[config.mk]
export PLATFORM = sky130hd
export DESIGN_NAME = mc_phase_sequencer
export DESIGN_NICKNAME = d
export VERILOG_FILES = /design/src/rtl/mc_phase_sequencer.sv
export SDC_FILE = /design/constraint.sdc
export NUM_CORES = 1
export LEC_CHECK = 0
export CAP_MARGIN = 20
export CORE_MARGIN = 5
export CORE_UTILIZATION = 46
export CTS_CLUSTER_DIAMETER = 150
export CTS_CLUSTER_SIZE = 14
export DETAILED_ROUTE_END_ITERATION = 8
export PLACE_DENSITY = 0.86
export REMOVE_ABC_BUFFERS = 1
export SLEW_MARGIN = 40
export SYNTH_ARGS = -nofsm -noshare
export SYNTH_HDL_FRONTEND = slang
export SYNTH_SLANG_ARGS = --single-unit
[constraint.sdc]
create_clock -name clk -period 6.8 [get_ports clk]
set_input_delay 1.02 -clock clk [delete_from_list [all_inputs] [get_ports clk]]
set_output_delay 1.02 -clock clk [all_outputs]
set_load 0.005 [all_outputs]
[src/rtl/mc_phase_sequencer.sv]
// One-hot phase FSM (p0..p4) for the multi-cycle core, with memory-wait timeout, aborts and counters.
// Pulses are registered and land with the transition they accompany; stall freezes everything except cyc_cnt.
module mc_phase_sequencer #(
    parameter int CNT_W    = 32,
    parameter int WAIT_W   = 4,
    parameter int WAIT_MAX = 15
) (
    input  logic             clk,
    input  logic             reset,
    input  logic [5:0]       op,
    input  logic [5:0]       irfunc,
    input  logic [4:0]       regimm,
    input  logic             error,
    input  logic             stall,
    input  logic             mem_ready,
    output logic             mem_req,
    output logic [4:0]       p,
    output logic             insn_done,
    output logic             excp,
    output logic             illegal,
    output logic             bus_err,
    output logic [CNT_W-1:0] ret_cnt,
    output logic [CNT_W-1:0] cyc_cnt
);

    typedef enum logic [4:0] {
        P0 = 5'b00001,
        P1 = 5'b00010,
        P2 = 5'b00100,
        P3 = 5'b01000,
        P4 = 5'b10000
    } phase_t;

    typedef enum logic [2:0] {
        C_CALC, C_LOAD, C_STORE, C_BR, C_JUMP, C_ILL
    } cls_t;

    phase_t            state, state_nxt;
    cls_t              cls;
    logic              is_addsub;
    logic              mem_wait;
    logic [WAIT_W-1:0] wcnt, wcnt_nxt;
    logic              done_nxt, excp_nxt, ill_nxt, berr_nxt;

    // Instruction class decode; only meaningful once op is stable (p1 onward).
    always_comb begin
        cls       = C_ILL;
        is_addsub = 1'b0;
        case (op)
            6'h00: begin
                case (irfunc)
                    6'h20, 6'h22: begin
                        cls       = C_CALC;
                        is_addsub = 1'b1;
                    end
                    6'h21, 6'h23, 6'h24, 6'h25, 6'h26, 6'h27, 6'h2a, 6'h2b,
                    6'h00, 6'h02, 6'h03, 6'h04, 6'h06, 6'h07: cls = C_CALC;
                    6'h08, 6'h09: cls = C_JUMP;
                    default: cls = C_ILL;
                endcase
            end
            6'h01: cls = (regimm == 5'd0 || regimm == 5'd1) ? C_BR : C_ILL;
            6'h02, 6'h03: cls = C_JUMP;
            6'h04, 6'h05, 6'h06, 6'h07: cls = C_BR;
            6'h09, 6'h0a, 6'h0b, 6'h0c, 6'h0d, 6'h0e, 6'h0f: cls = C_CALC;
            6'h20, 6'h21, 6'h23, 6'h24, 6'h25: cls = C_LOAD;
            6'h28, 6'h29, 6'h2b: cls = C_STORE;
            default: cls = C_ILL;
        endcase
    end

    always_comb begin
        state_nxt = state;
        wcnt_nxt  = wcnt;
        mem_wait  = 1'b0;
        done_nxt  = 1'b0;
        excp_nxt  = 1'b0;
        ill_nxt   = 1'b0;
        berr_nxt  = 1'b0;
        case (state)
            P0: begin
                mem_wait = 1'b1;
                if (mem_ready) state_nxt = P1;
            end
            P1: begin
                if (cls == C_ILL) begin
                    state_nxt = P0;
                    ill_nxt   = 1'b1;
                end else begin
                    state_nxt = P2;
                end
            end
            P2: begin
                case (cls)
                    C_BR: begin
                        state_nxt = P0;
                        done_nxt  = 1'b1;
                    end
                    C_LOAD, C_STORE: state_nxt = P3;
                    default: begin
                        if (is_addsub && error) begin
                            state_nxt = P0;
                            excp_nxt  = 1'b1;
                        end else begin
                            state_nxt = P4;
                        end
                    end
                endcase
            end
            P3: begin
                mem_wait = 1'b1;
                if (mem_ready) begin
                    if (cls == C_LOAD) begin
                        state_nxt = P4;
                    end else begin
                        state_nxt = P0;
                        done_nxt  = 1'b1;
                    end
                end
            end
            P4: begin
                state_nxt = P0;
                done_nxt  = 1'b1;
            end
            default: state_nxt = P0;
        endcase

        // A timeout in p0 stays in p0, so the counter is cleared explicitly here.
        if (mem_wait && !mem_ready) begin
            if (wcnt == WAIT_W'(WAIT_MAX)) begin
                state_nxt = P0;
                berr_nxt  = 1'b1;
                wcnt_nxt  = '0;
            end else begin
                wcnt_nxt = wcnt + WAIT_W'(1);
            end
        end
        if (state_nxt != state) wcnt_nxt = '0;
    end

    always_ff @(posedge clk or posedge reset) begin
        if (reset) begin
            state     <= P0;
            wcnt      <= '0;
            ret_cnt   <= '0;
            cyc_cnt   <= '0;
            insn_done <= 1'b0;
            excp      <= 1'b0;
            illegal   <= 1'b0;
            bus_err   <= 1'b0;
        end else begin
            cyc_cnt <= cyc_cnt + CNT_W'(1);
            if (stall) begin
                insn_done <= 1'b0;
                excp      <= 1'b0;
                illegal   <= 1'b0;
                bus_err   <= 1'b0;
            end else begin
                state     <= state_nxt;
                wcnt      <= wcnt_nxt;
                insn_done <= done_nxt;
                excp      <= excp_nxt;
                illegal   <= ill_nxt;
                bus_err   <= berr_nxt;
                if (done_nxt) ret_cnt <= ret_cnt + CNT_W'(1);
            end
        end
    end

    assign p       = state;
    assign mem_req = state[0] | state[3];

endmodule

After elaboration in Yosys (flattened, before gate mapping)

Cells that the tools add are included.
W data, S select, Z words.

Add/subtract/negate cells: 3
Equality and inequality tests: 51
Reductions and logical operators: 21
Mux-type cells: 33
Bitwise logic cells: 2

Operators by type and width:

| kind                    | number |
|---|---|
| $eq A6 B6 Y1 const B    | 18 |
| $add A32 B1 Y32 const B | 2 |
| $eq A6 B4 Y1 const B    | 9 |
| $eq A6 B3 Y1 const B    | 7 |
| $mux W5                 | 6 |
| $eq A6 B2 Y1 const B    | 4 |
| $pmux W3 S7             | 1 |
| $pmux W5 S4             | 1 |
| $mux W1                 | 17 |
| $reduce_or A16 Y1       | 1 |
| $logic_not A6 Y1        | 2 |
| $mux W4                 | 3 |
| $eq A5 B1 Y1 const B    | 2 |
| $pmux W5 S2             | 1 |
| $reduce_or A2 Y1        | 5 |
| $reduce_or A7 Y1        | 1 |
| $eq A3 B2 Y1 const B    | 2 |
| $eq A6 B1 Y1 const B    | 1 |
| $mux W3                 | 2 |
| $pmux W3 S2             | 1 |
| $reduce_or A3 Y1        | 2 |
| $eq A5 B2 Y1 const B    | 1 |
| $eq A5 B3 Y1 const B    | 1 |
| $eq A5 B4 Y1 const B    | 1 |
| other kinds (17)        | 19 |

Input port bits: 22
Logic and storage cells: 118
Output and inout port bits: 74
Bits in registers: 77

Longest topological paths before layout

Gate-level depths: netlist (run 1).

Word-level depth: 13
Gate-level depth with buffers: 9
Depth with buffers taken out: 7

Worst setup path after synthesis (run 1)

No wires, ideal clock.

Path kind: input port to flip-flop
Start: in op[5]
End: reg ret_cnt[1]
Cell stages on the path: 9
Data required time: 6.672 ns
Path slack: 3.969 ns
Path buffers: 2
Setup time: 0.128 ns
Arrival: 2.704 ns
Cell sequence: clkbuf_1 > nor4_2 > nand2_1 > nor2_2 > a21oi_2 > o31a_1 > buf_4 > nor2_2 > mux2_1

Longest elaborated chain between the ends: 8
Elaborated cells between the ends (all ways): 36
Those cells by class: eq/ne (24); mux (5); reduce/logical (7)

RTL lines:

| what                                     | RTL line | source |
|---|---|---|
| start: declaration                       | 10       | `input logic [5:0] op,` |
| $eq A6 B4 Y1 (tied with other cells)     | 49       | `case (op)` |
| $reduce_or A7 Y1 (tied with other cells) | 49       |  |
| $pmux W3 S7 *                            | 49       |  |
| $eq A3 B1 Y1                             | 113      | `if (cls == C_LOAD) begin` |
| $mux W1                                  | 113      |  |
| $mux W1                                  | 112      | `if (mem_ready) begin` |
| $pmux W1 S3 *                            | 80       | `case (state)` |
| $reduce_and A2 Y1 (no source line) *     | n/a      |  |
| end signal: assignment                   | 165      | `if (done_nxt) ret_cnt <= ret_cnt + CNT_W'(1);` |
| end: declaration                         | 22       | `output logic [CNT_W-1:0] ret_cnt,` |

Every way passes the cells marked *; elsewhere a longest branch is shown, timed or not.
A chain may end at the register's enable or synchronous reset.

Worst setup path in the final report (run 1)

Start: in stall
End: reg ret_cnt[26]

Longest elaborated chain between the ends: 2

RTL lines:

| what                               | RTL line | source |
|---|---|---|
| start: declaration                 | 14       | `input logic stall,` |
| $not A1 Y1 (no source line)        | n/a      |  |
| $reduce_and A2 Y1 (no source line) | n/a      |  |

Every way passes these cells.

==> impl_metrics.env, run 1 <==
export IMPL_reg2regPathDepth=5
export IMPL_htree_levels=3
export IMPL_worst_setup_path_type="in2reg"
export IMPL_r2r_end="ret_cnt[26]"
export IMPL_hpwl_um=6430
export IMPL_dieArea_sq_mm=0.0105
export IMPL_hold_start="ret_cnt[31]"
export IMPL_cts_setup_buffers=0
export IMPL_avgSynthCellArea_sq_um=10.3
export IMPL_hold_ws_ns=0.471
export IMPL_fp_dieW_um=102
export IMPL_hold_path_class="reg2reg"
export IMPL_synthDistinctLibCells=54
export IMPL_finalSetupViolCount=0
export IMPL_critPathLaunchType="input pin"
export IMPL_final_util=0.630
export IMPL_crit_fanout=28
export IMPL_start_util=0.475
export IMPL_syn_area_sq_mm=0.00393
export IMPL_synth_warnings=0
export IMPL_grt_ovfl_total=0
export IMPL_final_setup_worst_slack_ns=3.52
export IMPL_rrSetupSlack_ns=4.47
export IMPL_fin_setup_tns_ns=0
export IMPL_worstPathArrival_ns=3.56
export IMPL_ys_ff_latch=77
export IMPL_synth_top_cell_area_share=0.485
export IMPL_min_path_cells=1
export IMPL_dp_slack_ns=3.13
export IMPL_cts_buffers=9
export IMPL_required_ns=7.08
export IMPL_synth_top_cell_by_area="dfrtp_1"
export IMPL_gp_congestion=0.825
export IMPL_die_y_um=102
export IMPL_yosysMostFrequentCell="dfrtp_1"
export IMPL_fin_crit_sh=0.483
export IMPL_ir_drop_uv=104
export IMPL_cts_root_buf="clkbuf_8"
export IMPL_ant_nets=0
export IMPL_ios=96
export IMPL_first_pass_iters=4
export IMPL_track_usage=0.183
export IMPL_wl_um=8930
export IMPL_synth_async_reset_ratio=1.00
export IMPL_fmax_mhz=305
export IMPL_placeableCoreArea_sq_mm=0.00826
export IMPL_synthCells=381
export IMPL_synth_edf_count=0
export IMPL_clock_path_buffers=2
export IMPL_drc=0
export IMPL_num_antenna_cells=0
export IMPL_power_leakage_nw=2.28
export IMPL_syn2layout_area_growth_pct=32.6
export IMPL_finalCriticalPeriod_ns=3.28
export IMPL_synthTopCellsByArea="dfrtp_1 48%, xor2_1 7.4%, xnor2_1 6.5%"
export IMPL_cts_hold_buf=0
export IMPL_numClockSinks=77
export IMPL_grt_start_max_net_pins=78
export IMPL_report_final_slew_viol_count=0
export IMPL_ys_seq_area_frac=0.491
export IMPL_grt_pass1_vias=3118
export IMPL_drive_gt1_frac=0.0873
export IMPL_clk_pin_slew_worst_paths_ns=0.09
export IMPL_power_density_mw_per_mm2=202
export IMPL_grt_pass1_wl_um=15200
export IMPL_row_count=33
export IMPL_cts_resized=0
export IMPL_vias=3163
export IMPL_status="finished, final reports clean"
export IMPL_vias_per_cell=5.40
export IMPL_r2r_start="ret_cnt[3]"
export IMPL_hold_path_endpoint="ret_cnt[31]"
export IMPL_final_hold_viol_count=0
export IMPL_synthTopCellsByCount="76 x dfrtp_1, 37 x nand2_1, 33 x xor2_1, 29 x xnor2_1, 28 x nor2_1"
export IMPL_portBuffers=94
export IMPL_tightest_slew_ns=0.699
export IMPL_skew_ns=0.0166
export IMPL_crit_path_end_kind="flop"
export IMPL_rsz0062_at_grt="false"
export IMPL_drt_iter0_drc=135
export IMPL_max_slew_margin=0.534
export IMPL_cts_tree="done"
export IMPL_antenna_found_initial=0
export IMPL_final_nets=501
export IMPL_synth_ff_type="dfrtp_1"
export IMPL_insertion_delay_ns=0.35
export IMPL_wl_per_cell_um=15.2
export IMPL_cap_violations=0
-- kinds of logic (layout without fill, tap and decap cells) --
logic type | count (synthesis) | in the layout | synth area share
xor gates and xnor gates | 62 | 62 | 0.138
buffers and inverters | 19 | 119 | 0.0201
and+or+nand+nor | 184 | 184 | 0.274
adders and majority gates | 3 | 3 | 0.00956
DFF | 77 | 77 | 0.491
muxes | 3 | 3 | 0.00829
AOI/OAI and AO/OA | 33 | 33 | 0.0583
-- worst max-delay path, stage by stage --
cell	delay (ns)
clkdlybuf4s50_1	0.39
buf_4	0.22
inv_1	0.15
nand3_1	0.41
or3_4	0.57
or3_4	0.40
nor4_4	0.23
xor2_1	0.16
-- layout by cell type, fill, tap and decap left out, types with 3 or more instances in the layout --
master           netlist  layout
nor2_1                28      28
nand4b_1               4       4
nand2b_1               3       3
dfrtp_1               76      76
nor2b_1                7       7
xor2_1                33      33
nand3b_1               4       4
a21oi_1                5       5
nor3_1                20      20
nand3_1               27      27
nand4_1               10      10
inv_1                  6       5
clkdlybuf4s50_1        0      94
nor4_1                 4       4
bufinv_16              0       3
and3_1                10      10
nor4_2                 7       7
o21ai_0                5       5
clkbuf_8               0       9
and4_1                 5       5
xnor2_1               29      29
nor4b_2                3       3
ha_1                   3       3
nand2_1               37      37
o21ai_1                3       3
o31ai_1                3       3
-- state kept, by name, indices dropped and copies added, names as in the netlist --
| signal | flops |
|---|---|
| p | 5 |
| insn_done | 1 |
| illegal | 1 |
| ret_cnt | 32 |
| wcnt | 4 |
| cyc_cnt | 32 |
| bus_err | 1 |
| excp | 1 |
-- how the worst max path moves through the flow --
stage / startpoint / end / slack (ns)
finish: stall / ret_cnt[26] / 3.52
global route: stall / ret_cnt[26] / 3.36
CTS: stall / ret_cnt[26] / 3.50
detailed placement: stall / ret_cnt[26] / 3.13
global placement: stall / ret_cnt[26] / 3.16
floorplan: irfunc[2] / ret_cnt[1] / 3.48
-- final cells by class --
cell class	count	area, sq um
Clock buffer	10	128
Clock inverter	6	111
Fill cell	679	3050
Inverter	6	22.5
Multi-Input combinational cell	285	1920
Sequential cell	77	1930
Tap cell	105	131
Timing Repair Buffer	97	967
-- metal layers --
| layer | global-route usage | part of all wire | vias to the layer above |
|---|---|---|---|
| met5 | 0 | 0 | - |
| met4 | 0.0414 | 0.0064 | 0 |
| met3 | 0.0662 | 0.069 | 6 |
| met2 | 0.293 | 0.49 | 89 |
| met1 | 0.240 | 0.43 | 1535 |
| li1 | - | - | 1533 |
-- where the power goes --
| group | switching, mW | leakage, nW | internal, mW |
|---|---|---|---|
| sequential | 0.0281 | 1.05 | 0.476 |
| clock | 0.167 | 0.116 | 0.244 |
| combinational | 0.0685 | 1.11 | 0.0684 |
| total | 0.264 | 2.28 | 0.788 |
-- per-stage QoR --
stage / instances / area (sq um) / total power, mW
finish: 586 / 5210 / 1.05
global route: 586 / 5210 / 1.11
CTS: 586 / 5210 / 1.06
detailed placement: 570 / 4970 / 0.650
global placement: 570 / 4960 / 0.644
floorplan: 368 / 3870 / 0.582
Note: power is estimated with default switching activity, not from simulation.
==> run 2, diff against run 1 <==
==> constraint.sdc (replaced) <==
create_clock -name clk -period 3.1 [get_ports clk]
set_input_delay 0.465 -clock clk [delete_from_list [all_inputs] [get_ports clk]]
set_output_delay 0.465 -clock clk [all_outputs]
set_load 0.005 [all_outputs]
==> impl_metrics.env, run 2 (synthesized netlist as in run 1, its figures left out) <==
export IMPL_row_count=33
export IMPL_portBuffers=94
export IMPL_p_total_mw=2.17
export IMPL_first_pass_iters=4
export IMPL_status="finished, final reports clean"
export IMPL_start_util=0.475
export IMPL_finalCriticalPeriod_ns=2.58
export IMPL_ir_drop_uv=297
export IMPL_ios=96
export IMPL_fp_dieW_um=102
export IMPL_hold_ws_ns=0.475
export IMPL_clock_path_buffers=2
export IMPL_cts_tree="done"
export IMPL_grt_ovfl_total=0
export IMPL_die_y_um=102
export IMPL_fin_area_sq_mm=0.00519
export IMPL_max_slew_margin=0.561
export IMPL_hold_path_class="reg2reg"
export IMPL_crit_path_end_kind="flop"
export IMPL_crit_fanout=31
export IMPL_antenna_found_initial=0
export IMPL_drc=0
export IMPL_switching_share=0.261
export IMPL_drive_gt1_frac=0.0913
export IMPL_drt_iter0_drc=100
export IMPL_r2r_start="cyc_cnt[10]"
export IMPL_grt_start_max_net_pins=33
export IMPL_htree_levels=3
export IMPL_fmax_mhz=388
export IMPL_gp_congestion=0.806
export IMPL_report_final_slew_viol_count=0
export IMPL_cap_violations=0
export IMPL_hold_start="ret_cnt[31]"
export IMPL_ant_nets=0
export IMPL_insertion_delay_ns=0.35
export IMPL_p_clk_frac=0.351
export IMPL_grt_pass1_wl_um=15300
export IMPL_layout_common_cells="94 x clkdlybuf4s50_1, 76 x dfrtp_1, 37 x nand2_1, 33 x xor2_1, 29 x xnor2_1"
export IMPL_cts_root_buf="clkbuf_8"
export IMPL_cts_hold_buf=0
export IMPL_cts_buffers=9
export IMPL_fillers=679
export IMPL_num_antenna_cells=0
export IMPL_tightest_slew_ns=0.653
export IMPL_numClockSinks=77
export IMPL_vias_per_cell=5.50
export IMPL_p_comb_frac=0.140
export IMPL_r2r_end="cyc_cnt[24]"
export IMPL_seqPwrFrac=0.509
export IMPL_layout_commonest_cell="clkdlybuf4s50_1"
export IMPL_wl_per_cell_um=15.5
export IMPL_hpwl_um=6800
export IMPL_rsz0062_at_grt="false"
export IMPL_final_setup_worst_slack_ns=0.525
export IMPL_vias=3226
export IMPL_wl_um=9110
export IMPL_cts_resized=0
export IMPL_min_path_cells=1
export IMPL_placeableCoreArea_sq_mm=0.00826
export IMPL_intPower_mw=1.60
export IMPL_syn2layout_area_growth_pct=32.2
export IMPL_dp_slack_ns=0.174
export IMPL_worst_setup_path_type="in2reg"
export IMPL_track_usage=0.184
export IMPL_grt_pass1_vias=3342
export IMPL_critPathLaunchType="input pin"
export IMPL_skew_ns=0.0121
export IMPL_cts_setup_buffers=0
export IMPL_fin_crit_sh=0.831
export IMPL_finalSetupViolCount=0
export IMPL_clk_pin_slew_worst_paths_ns=0.08
export IMPL_dieArea_sq_mm=0.0105
export IMPL_power_density_mw_per_mm2=418
export IMPL_power_leakage_nw=2.28
export IMPL_reg2regPathDepth=6
export IMPL_final_hold_viol_count=0
export IMPL_placed_area_sq_mm=0.00499
export IMPL_required_ns=3.36
export IMPL_rrSetupSlack_ns=0.80
export IMPL_p_sw_mw=0.567
export IMPL_worstPathArrival_ns=2.84
export IMPL_fin_setup_tns_ns=0
export IMPL_hold_path_endpoint="ret_cnt[31]"
export IMPL_final_nets=503
==> run 2: cell count changes in the layout (fill, tap and decap cells not counted), sizes merged <==
cell,before,now
bufinv,3,1
buf,3,5
clkbuf,10,11
==> run 2: worst max path at each step <==
stage,from,endpoint,slack [ns],cells after the start
6_report,op[2],ret_cnt[15],0.52,9
5_1_grt,op[2],ret_cnt[1],0.40,9
4_1_cts,op[2],ret_cnt[15],0.53,9
3_5_place_dp,op[2],ret_cnt[15],0.17,9
3_3_place_gp,op[2],ret_cnt[1],0.24,9
2_1_floorplan,irfunc[2],ret_cnt[1],0.33,7
==> run 2: power groups by stage <==
stage	Combinational, mW	Sequential [mW]	Clock, mW
CTS	0.306	1.10	0.780
finish	0.303	1.11	0.762
detailed placement	0.305	1.12	0
global route	0.344	1.11	0.830
global placement	0.293	1.12	0
floorplan	0.165	1.11	0
==> run 2: through the flow <==
stage / util / cells
CTS: 0.628 / 587
global route: 0.628 / 587
global placement: 0.604 / 572
finish: 0.628 / 587
floorplan: - / 368
detailed placement: 0.604 / 572
==> run 2: layout make-up <==
| class | instances | area (sq um) | share of cell area |
|---|---|---|---|
| Clock buffer | 11 | 151 | 0.0292 |
| Sequential cell | 77 | 1930 | 0.372 |
| Multi-Input combinational cell | 285 | 1920 | 0.370 |
| Inverter | 6 | 22.5 | 0.00434 |
| Timing Repair Buffer | 99 | 991 | 0.191 |
| Tap cell | 105 | 131 | 0.0253 |
| Clock inverter | 4 | 47.5 | 0.00916 |
==> run 2: worst max-delay path: stages <==
cell,delay (ns)
clkdlybuf4s50_1,0.55
nor4_2,0.39
nand2_1,0.13
nor2_2,0.14
a21oi_2,0.09
o31a_1,0.34
buf_12,0.18
nor4_2,0.33
xor2_1,0.20
==> run 2: layer usage <==
| layer | routed length (um) | global-route usage | vias up | share of wire |
|---|---|---|---|---|
| met2 | 4470 | 0.300 | 103 | 0.49 |
| met4 | 140 | 0.0494 | 0 | 0.015 |
| met5 | 0 | 0 | - | 0 |
| met1 | 3860 | 0.232 | 1571 | 0.42 |
| met3 | 628 | 0.0669 | 16 | 0.069 |
| li1 | - | - | 1536 | - |
==> run 3, diff against run 2 <==
==> constraint.sdc (replaced) <==
create_clock -name clk -period 2.45 [get_ports clk]
set_input_delay 0.3675 -clock clk [delete_from_list [all_inputs] [get_ports clk]]
set_output_delay 0.3675 -clock clk [all_outputs]
set_load 0.005 [all_outputs]
==> impl_metrics.env, run 3 (synthesized netlist as in run 1, its figures left out) <==
export IMPL_status="finished, final reports clean"
export IMPL_crit_fanout=3
export IMPL_fin_crit_sh=0.948
export IMPL_ir_drop_uv=405
export IMPL_numClockSinks=77
export IMPL_fp_dieW_um=102
export IMPL_track_usage=0.188
export IMPL_syn2layout_area_growth_pct=36.2
export IMPL_ios=96
export IMPL_cts_tree="done"
export IMPL_portBuffers=94
export IMPL_cts_setup_buffers=0
export IMPL_first_pass_iters=4
export IMPL_seqCellArea_sq_mm=0.00193
export IMPL_gp_congestion=0.861
export IMPL_worstPathArrival_ns=2.59
export IMPL_tightest_slew_ns=0.437
export IMPL_hpwl_um=6970
export IMPL_grt_pass1_wl_um=15600
export IMPL_skew_ns=0.0119
export IMPL_drc=0
export IMPL_ant_nets=0
export IMPL_placed_area_sq_mm=0.00518
export IMPL_grt_ovfl_total=0
export IMPL_insertion_delay_ns=0.35
export IMPL_report_final_slew_viol_count=0
export IMPL_wl_um=9350
export IMPL_finalSetupViolCount=0
export IMPL_fin_area_sq_mm=0.00535
export IMPL_final_hold_viol_count=0
export IMPL_cts_buffers=9
export IMPL_max_slew_margin=0.708
export IMPL_hold_path_class="in2async"
export IMPL_grt_start_max_net_pins=33
export IMPL_clock_path_buffers=2
export IMPL_die_y_um=102
export IMPL_drt_iter0_drc=111
export IMPL_fmax_mhz=431
export IMPL_worst_setup_path_type="in2reg"
export IMPL_placeableCoreArea_sq_mm=0.00826
export IMPL_final_setup_worst_slack_ns=0.128
export IMPL_cts_root_buf="clkbuf_8"
export IMPL_power_density_mw_per_mm2=491
export IMPL_grt_pass1_vias=3353
export IMPL_required_ns=2.72
export IMPL_num_antenna_cells=0
export IMPL_vias_per_cell=5.44
export IMPL_r2r_start="ret_cnt[15]"
export IMPL_rrSetupSlack_ns=0.23
export IMPL_dp_slack_ns=-0.267
export IMPL_finalCriticalPeriod_ns=2.32
export IMPL_rsz0062_at_grt="false"
export IMPL_multiInputGateArea_sq_mm=0.00193
export IMPL_p_total_mw=2.62
export IMPL_htree_levels=3
export IMPL_start_util=0.475
export IMPL_cap_violations=0
export IMPL_drive_gt1_frac=0.128
export IMPL_vias=3326
export IMPL_critPathLaunchType="input pin"
export IMPL_crit_path_end_kind="flop"
export IMPL_wl_per_cell_um=15.3
export IMPL_dieArea_sq_mm=0.0105
export IMPL_layout_commonest_cell="clkdlybuf4s50_1"
export IMPL_clk_pin_slew_worst_paths_ns=0.08
export IMPL_row_count=33
export IMPL_reg2regPathDepth=7
export IMPL_fillers=654
export IMPL_final_nets=526
export IMPL_antenna_found_initial=0
export IMPL_layout_common_cells="93 x clkdlybuf4s50_1, 76 x dfrtp_1, 37 x nand2_1, 33 x xor2_1, 29 x xnor2_1"
export IMPL_power_leakage_nw=2.39
export IMPL_r2r_end="ret_cnt[24]"
## run 3: how the worst max path moves through the flow
stage,slack [ns],endpoint,from
CTS,0.10,p[0],irfunc[5]
detailed placement,-0.27,ret_cnt[1],irfunc[5]
global route,0.02,p[0],irfunc[5]
global placement,-0.19,ret_cnt[1],irfunc[5]
finish,0.13,p[0],irfunc[5]
floorplan,-0.22,ret_cnt[1],irfunc[2]
## run 3: final cells by class
class,count,area share
multi-input combinational,285,0.361
sequential,77,0.361
timing repair buffer,122,0.221
clock buffer,13,0.0260
tap,105,0.0246
inverter,6,0.00421
clock inverter,3,0.00281
## run 3: critical path, stage by stage
cell and delay (ns):
clkdlybuf4s50_1 0.50, nand2b_1 0.07, a2111oi_1 0.40, buf_4 0.18, nor2_2 0.04, a21oi_2 0.17
nor3_1 0.07, or4_1 0.48, o32a_1 0.30
## run 3: repair_timing
action	in CTS	in global routing
hold buffers	0	0
setup endpoints to repair	0	4
endpoints found under the hold margin	0	0
gates resized for setup	0	4
## run 3: where the power goes
group / leakage (nW) / total, mW / internal (mW) / switching [mW]
clock: 0.0812 / 0.796 / 0.365 / 0.432
combinational: 1.26 / 0.431 / 0.222 / 0.209
sequential: 1.05 / 1.40 / 1.32 / 0.0755
## run 3: per-stage QoR
step	hold slack, ns	utilization	TNS [ns]	cells
3_3_place_gp	0.455	0.627	-3.02	595
6_report	0.336	0.647	0	611
2_1_floorplan	0.434	-	-3.25	368
5_1_grt	0.371	0.647	0	611
4_1_cts	0.342	0.645	0	611
3_5_place_dp	0.472	0.627	-5.56	595
## run 3: layer usage
metal	vias to the layer above	GRT usage	routed length, um
met2	104	0.318	4700
li1	1585	-	-
met3	11	0.0560	596
met4	0	0.0515	126
met1	1626	0.233	3930
met5	-	0	0
